**src/rtl/hd_unloader_if.sv**
```systemverilog
// RAM read ports and packed output stream of the hard-decision unloader.
interface hd_unloader_if #(
  parameter int unsigned ADDR_WIDTH = 8,
  parameter int unsigned OUT_WIDTH  = 8
);
  logic [1:0][ADDR_WIDTH-1:0] ram_address;
  logic [1:0]                 ram_cs;
  logic [1:0]                 ram_we;
  logic [1:0]                 ram_data_out;
  logic [OUT_WIDTH-1:0]       out_data;
  logic                       out_valid;
  logic                       out_ready;
  logic                       out_last;

  // Unloader side.
  modport master (
    output ram_address, ram_cs, ram_we, out_data, out_valid, out_last,
    input  ram_data_out, out_ready
  );

  // RAM and sink side.
  modport slave (
    input  ram_address, ram_cs, ram_we, out_data, out_valid, out_last,
    output ram_data_out, out_ready
  );
endinterface

```
**src/rtl/hd_unloader.sv**
```systemverilog
// Streams the two-bank hard-decision RAM out as packed LSB-first words.
// Bank 0 holds even bit indices, bank 1 odd ones, both at address i>>1.
module hd_unloader #(
  parameter int unsigned ADDR_WIDTH = 8,
  parameter int unsigned N_BITS     = 256,
  parameter int unsigned OUT_WIDTH  = 8
) (
  input  logic          clk,
  input  logic          reset,
  input  logic          start,
  output logic          busy,
  output logic          done,
  hd_unloader_if.master bus
);
  localparam int unsigned NumReads = N_BITS / 2;
  localparam int unsigned NumWords = N_BITS / OUT_WIDTH;
  localparam int unsigned WcntW    = $clog2(NumWords) + 1;
  localparam int unsigned FillW    = $clog2(OUT_WIDTH) + 1;

  localparam logic [ADDR_WIDTH:0] LastAddr   = (ADDR_WIDTH + 1)'(NumReads - 1);
  localparam logic [WcntW-1:0]    LastWord   = WcntW'(NumWords - 1);
  localparam logic [FillW-1:0]    FullFill   = FillW'(OUT_WIDTH);
  localparam logic [FillW-1:0]    AlmostFill = FillW'(OUT_WIDTH - 2);

  typedef enum logic [1:0] {StIdle, StRead, StDrain, StDone} state_e;

  state_e                 state_q, state_d;
  logic [ADDR_WIDTH:0]    addr_q, addr_d;
  logic                   pend_q;
  logic [OUT_WIDTH-1:0]   acc_q, acc_d;
  logic [FillW-1:0]       fill_q, fill_d, fill_sum;
  logic [WcntW-1:0]       wcnt_q, wcnt_d;
  logic [OUT_WIDTH-1:0]   odata_q, odata_d;
  logic                   ovalid_q, ovalid_d;
  logic                   olast_q, olast_d;
  logic                   rd_ok, rd_issue, drain, load, word_full, clear;

  // A read may issue unless the word finishing this cycle would find the output register
  // still occupied; a same-cycle drain is deliberately not counted on.
  assign rd_ok = !(ovalid_q && (pend_q ? (fill_q == AlmostFill) : (fill_q == FullFill)));

  assign bus.ram_address = {2{addr_q[ADDR_WIDTH-1:0]}};
  assign bus.ram_cs      = {2{rd_issue}};
  assign bus.ram_we      = 2'b00;
  assign bus.out_data    = odata_q;
  assign bus.out_valid   = ovalid_q;
  assign bus.out_last    = olast_q;

  // FSM state register.
  always_ff @(posedge clk or negedge reset) begin
    if (!reset) state_q <= StIdle;
    else        state_q <= state_d;
  end

  // FSM next state: leave READ when the final read issues, DRAIN on the last handshake.
  always_comb begin
    state_d = state_q;
    case (state_q)
      StIdle:  if (start) state_d = StRead;
      StRead:  if (rd_issue && (addr_q == LastAddr)) state_d = StDrain;
      StDrain: if (drain && olast_q) state_d = StDone;
      StDone:  state_d = StIdle;
      default: state_d = StIdle;
    endcase
  end

  // FSM outputs.
  always_comb begin
    busy     = (state_q != StIdle);
    done     = (state_q == StDone);
    rd_issue = (state_q == StRead) && rd_ok;
  end

  // Datapath next state: merge returned bits, hand finished words to the output register.
  always_comb begin
    acc_d    = acc_q;
    fill_sum = fill_q;
    addr_d   = addr_q;
    odata_d  = odata_q;
    ovalid_d = ovalid_q;
    olast_d  = olast_q;
    wcnt_d   = wcnt_q;
    clear    = (state_q == StIdle) && start;

    if (pend_q) begin
      for (int k = 0; k < OUT_WIDTH; k += 2) begin
        if (fill_q == FillW'(k)) begin
          acc_d[k]   = bus.ram_data_out[0];
          acc_d[k+1] = bus.ram_data_out[1];
        end
      end
      fill_sum = fill_q + FillW'(2);
    end

    word_full = (fill_sum == FullFill);
    drain     = ovalid_q && bus.out_ready;
    load      = word_full && (!ovalid_q || drain);
    fill_d    = load ? '0 : fill_sum;

    if (drain) begin
      ovalid_d = 1'b0;
      olast_d  = 1'b0;
    end
    if (load) begin
      odata_d  = acc_d;
      ovalid_d = 1'b1;
      olast_d  = (wcnt_q == LastWord);
      wcnt_d   = wcnt_q + WcntW'(1);
    end

    // Address holds on the final read rather than wrapping.
    if (rd_issue && (addr_q != LastAddr)) addr_d = addr_q + (ADDR_WIDTH + 1)'(1);

    if (clear) begin
      addr_d = '0;
      acc_d  = '0;
      fill_d = '0;
      wcnt_d = '0;
    end
  end

  // Datapath registers.
  always_ff @(posedge clk or negedge reset) begin
    if (!reset) begin
      addr_q   <= '0;
      pend_q   <= 1'b0;
      acc_q    <= '0;
      fill_q   <= '0;
      wcnt_q   <= '0;
      odata_q  <= '0;
      ovalid_q <= 1'b0;
      olast_q  <= 1'b0;
    end else begin
      addr_q   <= addr_d;
      pend_q   <= rd_issue;
      acc_q    <= acc_d;
      fill_q   <= fill_d;
      wcnt_q   <= wcnt_d;
      odata_q  <= odata_d;
      ovalid_q <= ovalid_d;
      olast_q  <= olast_d;
    end
  end
endmodule

```
**src/flat_wrapper.sv**
```systemverilog
// flat-port wrapper written by rule: the top's interface ports become plain ports
module hd_unloader_flat 
#(
  parameter int unsigned ADDR_WIDTH = 8,
  parameter int unsigned N_BITS     = 256,
  parameter int unsigned OUT_WIDTH  = 8
)
  (clk, reset, start, busy, done, bus_ram_address, bus_ram_cs, bus_ram_we, bus_out_data, bus_out_valid, bus_out_last, bus_ram_data_out, bus_out_ready);
  hd_unloader_if #(.ADDR_WIDTH(ADDR_WIDTH), .OUT_WIDTH(OUT_WIDTH)) bus_i ();
  input  logic clk;
  input  logic reset;
  input  logic start;
  output logic busy;
  output logic done;
  output wire logic [$bits(bus_i.ram_address)-1:0] bus_ram_address;
  output wire logic [$bits(bus_i.ram_cs)-1:0] bus_ram_cs;
  output wire logic [$bits(bus_i.ram_we)-1:0] bus_ram_we;
  output wire logic [$bits(bus_i.out_data)-1:0] bus_out_data;
  output wire logic [$bits(bus_i.out_valid)-1:0] bus_out_valid;
  output wire logic [$bits(bus_i.out_last)-1:0] bus_out_last;
  input wire logic [$bits(bus_i.ram_data_out)-1:0] bus_ram_data_out;
  input wire logic [$bits(bus_i.out_ready)-1:0] bus_out_ready;
  assign bus_ram_address = bus_i.ram_address;
  assign bus_ram_cs = bus_i.ram_cs;
  assign bus_ram_we = bus_i.ram_we;
  assign bus_out_data = bus_i.out_data;
  assign bus_out_valid = bus_i.out_valid;
  assign bus_out_last = bus_i.out_last;
  assign bus_i.ram_data_out = bus_ram_data_out;
  assign bus_i.out_ready = bus_out_ready;
  hd_unloader #(.ADDR_WIDTH(ADDR_WIDTH), .N_BITS(N_BITS), .OUT_WIDTH(OUT_WIDTH)) u_core (.clk(clk), .reset(reset), .start(start), .busy(busy), .done(done), .bus(bus_i));
endmodule
```
**config.mk**
```make
export PLATFORM = sky130hd
export DESIGN_NAME = hd_unloader_flat
export DESIGN_NICKNAME = d
export VERILOG_FILES = /design/src/rtl/hd_unloader_if.sv /design/src/rtl/hd_unloader.sv /design/src/flat_wrapper.sv
export SDC_FILE = /design/constraint.sdc
export NUM_CORES = 1
export LEC_CHECK = 0
export ABC_CLOCK_PERIOD_IN_PS = 3100
export CELL_PAD_IN_SITES_DETAIL_PLACEMENT = 0
export CELL_PAD_IN_SITES_GLOBAL_PLACEMENT = 1
export CORE_UTILIZATION = 39
export CTS_CLUSTER_DIAMETER = 30
export CTS_CLUSTER_SIZE = 28
export DETAILED_ROUTE_END_ITERATION = 12
export GPL_TIMING_DRIVEN = 0
export PLACE_DENSITY = 0.74
export SYNTH_ARGS = -nofsm -noshare
export SYNTH_HDL_FRONTEND = slang
export SYNTH_SLANG_ARGS = --single-unit
```
**constraint.sdc**
```tcl
create_clock -name clk -period 3.1 [get_ports clk]
set_clock_uncertainty 0.2 [all_clocks]
set_input_delay 0.31 -clock clk [delete_from_list [all_inputs] [get_ports clk]]
set_output_delay 0.31 -clock clk [all_outputs]
set_load 0.01 [all_outputs]
```
# Word-level counts from Yosys, hierarchy flattened
# Index checks and enable logic that the tools add are counted.
word_totals:
  out_inout_bits: 32
  elab_cells: 65
  reg_bits: 40
op_classes:
  muxes: 21
  n_addsub: 3
  n_reduce_logical: 18
  eq_ne: 14
ops:
  columns: ["cell", "count"]
  rows:
  - ["$mux W9", 2]
  - ["$mux W8", 2]
  - ["$mux W2", 7]
  - ["$mux W4", 3]
  - ["$mux W6", 2]
  - ["$add A9 B1 Y9 const B", 1]
  - ["$eq A9 B7 Y1 const B", 1]
  - ["$ne A9 B7 Y1 const B", 1]
  - ["$eq A4 B3 Y1 const B", 2]
  - ["$eq A4 B4 Y1 const B", 2]
  - ["$logic_and A1 B1 Y1", 8]
  - ["$pmux W2 S4", 1]
  - ["$reduce_bool A2 Y1", 4]
  - ["$add A6 B1 Y6 const B", 1]
  - ["$eq A6 B5 Y1 const B", 1]
  - ["$add A4 B2 Y4 const B", 1]
  - ["$eq A2 B2 Y1 const B", 2]
  - ["$eq A4 B2 Y1 const B", 1]
  - ["$logic_not A4 Y1", 1]
  - ["$mux W1", 4]
  - ["$ne A2 B1 Y1 const B", 2]
  - ["$reduce_and A3 Y1", 1]
  - ["$eq A2 B1 Y1 const B", 1]
  - ["$logic_not A1 Y1", 2]
  - ["other kinds (3)", 3]

# Longest topological paths before layout
depth:
  ltp_word: 8
  mapped_depth: 7

# Worst setup path before layout
# Ideal clock, no wire load.
synth_path:
  path_kind: "flip-flop to output port"
  start: "register u_core.fill_q[1]"
  end: "output port bus_ram_cs[0]"
  path_stages_with_launch: 8
  n_path_buf: 3
  arrival_time_ps: 1441
  setup_slack_ps: 1149
  path_cell_list: "dfrtp_1 -> buf_2 -> and4b_1 -> buf_6 -> o21ai_0 -> nand2_1 -> inv_1 -> buf_4"
synth_via:
  elab_chain_cells: 5
synth_rtl:
  columns: ["item", "line", "text"]
  rows:
  - ["start, declared", "hd_unloader.sv:31", "logic [FillW-1:0] fill_q, fill_d, fill_sum;"]
  - ["start signal, assigned", "hd_unloader.sv:137", "fill_q <= fill_d;"]
  - ["$eq A4 B4 Y1 or $eq A4 B3 Y1 (tied branches)", "hd_unloader.sv:40", "assign rd_ok = !(ovalid_q && (pend_q ? (fill_q == AlmostFill) : (fill_q == FullFill)));"]
  - ["$mux W1 (*)", "hd_unloader.sv:40", null]
  - ["$logic_and A1 B1 Y1 (*)", "hd_unloader.sv:40", null]
  - ["$logic_not A1 Y1 (*)", "hd_unloader.sv:40", null]
  - ["$logic_and A1 B1 Y1 (*)", "hd_unloader.sv:71", "rd_issue = (state_q == StRead) && rd_ok;"]
  - ["end, declared", "flat_wrapper.sv:16", "output wire logic [$bits(bus_i.ram_cs)-1:0] bus_ram_cs;"]
# Mark *: on every way between the ends. The rest lies on a longest branch, timed or not.

# Worst setup path after layout
# Same ends and word-level chain as after synthesis.

==> impl_metrics.json <==
{
  "synthTopCellsByCount": "dfrtp_1 (39), a21oi_1 (28), buf_4 (20)",
  "use_met1_pct": 20.5,
  "fin_crit_ns": 2.95,
  "routed_wl_um": 4360,
  "clkLatencyLatePin_ns": 0.30,
  "core_um2": 5240,
  "drtIter0Drc": 70,
  "slowest_delay_ns": 0.52,
  "clock.fmax_ghz": 0.339,
  "cts-root-buf": "clkbuf_8",
  "die_y_um": 76.7,
  "synth-seq-cells": 39,
  "ios": 38,
  "critical_path_class": "flip-flop to output pin",
  "maxSlewViolCount": 0,
  "hp-class": "primary input to async pin",
  "cts_made_buffers": 5,
  "grtUsageMet2_pct": 26.1,
  "async_flop_share_pct": 100,
  "seqCellArea_um2": 976,
  "drtPass1Iterations": 4,
  "grt-busiest-layer": "met2",
  "yosysSeqAreaShare_pct": 44.9,
  "synth_area_um2": 2170,
  "antenna_found_initial": 0,
  "synth.distinct_cells": 45,
  "max_cap_violations": 0,
  "yosysMostFrequentCell": "dfrtp_1",
  "final_nets": 278,
  "required_ns": 2.59,
  "post-route-util_pct": 52.2,
  "vias": 1700,
  "avgSynthCellArea_um2": 9.93,
  "crit_chain": "buf_2 -> and4b_1 -> buf_6 -> o21ai_0 -> nand2_1 -> inv_1 -> buf_4 -> clkdlybuf4s50_1",
  "clk_pin_slew_ns": 0.09,
  "die_w_um": 76.7,
  "drt-wirelength-per-cell_um": 13.0,
  "row_count": 26,
  "endpoint_kind": "output pin",
  "cts_tree": "yes",
  "yosysTopAreaCellShare_pct": 44.9,
  "ant_nets": 0,
  "antenna_cells": 0,
  "grt_use_met3_pct": 3.57,
  "synth_top_area_cell": "dfrtp_1",
  "startpoint_type": "flip-flop",
  "ctsLongestPathBuffers": 2,
  "synthTopCellsByArea": "dfrtp_1 (45%), buf_4 (6.9%), a21oi_1 (6.4%), mux2i_1 (5.1%), ha_1 (4.6%)",
  "grt_pass1_vias": 1633,
  "peakVddDrop_v": 0.000413,
  "power_density_nw_per_um2": 916,
  "slowest_stage": "clkdlybuf4s50_1",
  "hpwl_um": 3180,
  "tns_ns": 0,
  "cts_setup_buffers": 0,
  "multi_input_area_um2": 956,
  "rsz0062_at_grt": "false",
  "grt_max_degree": 29,
  "drive_gt1_share_pct": 15.8,
  "clock-sinks": 39,
  "drc_errors": 0,
  "via_per_inst": 5.07,
  "grt-ovfl-total": 0,
  "path_max_fanout": 8,
  "setup_viol": 0,
  "max-slew-margin-rel_pct": 59.8,
  "htree_levels": 2,
  "place.gp.congestion": 0.752,
  "finalHoldViolCount": 0,
  "grt_first_pass_wirelength_um": 7390,
  "die_area_um2": 5880,
  "worstMarginPinSlew_ns": 0.595,
  "p_leak_nw": 1.18,
  "n_fill_cell": 507,
  "synth-main-ff-cell": "dfrtp_1",
  "synth_edf_count": 0,
  "initial_core_util_pct": 41.5,
  "track_usage_pct": 15.9,
  "numPortBuffers": 35,
  "fin_crit_sh_pct": 95.3,
  "netlist_instances": 219,
  "area_delta_synth_final_pct": 25.7,
  "yosys_warnings": 0,
  "cts-resized-gates": 0,
  "critPathArrivalTime_ns": 2.44,
  "status": "completed"
}
==> through the flow <==
stage | cells | setup WS, ns | hold slack (ns) | cell area, µm² | total power (W)
after detailed placement | 326 | 0.455 | 0.0286 | 2630 | 0.00217
after floorplan | 220 | 1.15 | -0.186 | 2180 | 0.00169
final | 335 | 0.146 | 0.214 | 2730 | 0.00251
after CTS | 335 | 0.119 | 0.227 | 2730 | 0.00254
after global routing | 335 | 0.0318 | 0.246 | 2730 | 0.00270
after global placement | 325 | 0.437 | 0.303 | 2620 | 0.00215
==> layout by cell type, fill, tap and decap left out, drive strengths merged, types with 9 or more instances in the layout <==
cell type / instances
a21oi: 28
buf: 27
clkbuf: 10
clkdlybuf4s50: 34
dfrtp: 39
inv: 10
mux2i: 11
nand2: 12
nor2: 15
o21ai: 9
==> power breakdown <==
| part | switching, W | leakage [nW] | total (W) | internal, W |
|---|---|---|---|---|
| registers | 0.000187 | 0.464 | 0.000911 | 0.000724 |
| logic | 0.000552 | 0.673 | 0.00124 | 0.000685 |
| clock network | 0.000197 | 0.0408 | 0.000358 | 0.000161 |
==> cells by family after synthesis <==
kind of cell	count (synthesis)	synth area share, %
compound gates	54	15.1
xor+xnor	3	1.21
fa+ha+maj	8	4.60
buf+inv	39	11.3
flops	39	44.9
mux	12	5.58
other cells	1	0.172
simple gates	63	17.1
==> state kept, by name, indices dropped and copies added, names as in the netlist <==
name	cells
u_core.state_q	2
u_core.bus.out_last	1
u_core.fill_q	3
u_core.bus.out_valid	1
u_core.pend_q	1
u_core.bus.out_data	8
u_core.acc_q	8
u_core.wcnt_q	6
u_core.addr_q	9
==> per-layer routing <==
metal  vias to the layer above  routed length, µm
met5                         -                  0
met4                         0                 59
met3                         6                136
met2                        35               2040
met1                       804               2120
li1                        855                  -
==> final timing paths <==
check | endpoint | from | depth (start not counted) | slack [ns]
worst min-delay path | u_core.addr_q[7]$_DFFE_PN0P_ | reset | 2 | 0.21
min in group clk | u_core.acc_q[4]$_DFF_PN0_ | u_core.acc_q[4]$_DFF_PN0_ | 2 | 0.33
worst max register to register | u_core.bus.out_data[6]$_DFFE_PN0P_ | u_core.fill_q[2]$_DFF_PN0_ | 6 | 0.81
worst min register to register | u_core.acc_q[4]$_DFF_PN0_ | u_core.acc_q[4]$_DFF_PN0_ | 2 | 0.33
max in group asynchronous | u_core.bus.out_data[6]$_DFFE_PN0P_ | reset | 3 | 2.04
worst max-delay path | bus_ram_cs[0] | u_core.fill_q[1]$_DFF_PN0_ | 8 | 0.15
==> repair_timing <==
| action | CTS | global route |
|---|---|---|
| hold buffers | 1 | 0 |
| setup endpoints to repair | 0 | 0 |
| endpoints found under the hold margin | 11 | 0 |
==> cell type report <==
class	count	share of cell area [%]
multi-input cells	142	35.0
clock buffers	5	2.52
flip-flops and latches	39	35.7
inverters	9	1.24
well taps	70	3.20
repair buffers	37	13.7
clock inverters	3	0.870
plain buffers	30	7.78
==> worst max-delay path, delay by kind of cell (launching register included) <==
kind | cells | cell delay (ns)
simple gates | 2 | 0.37
buf+inv | 5 | 1.04
compound gates | 1 | 0.36
flops | 1 | 0.38
No activity file was read; power rests on OpenSTA's default activity.
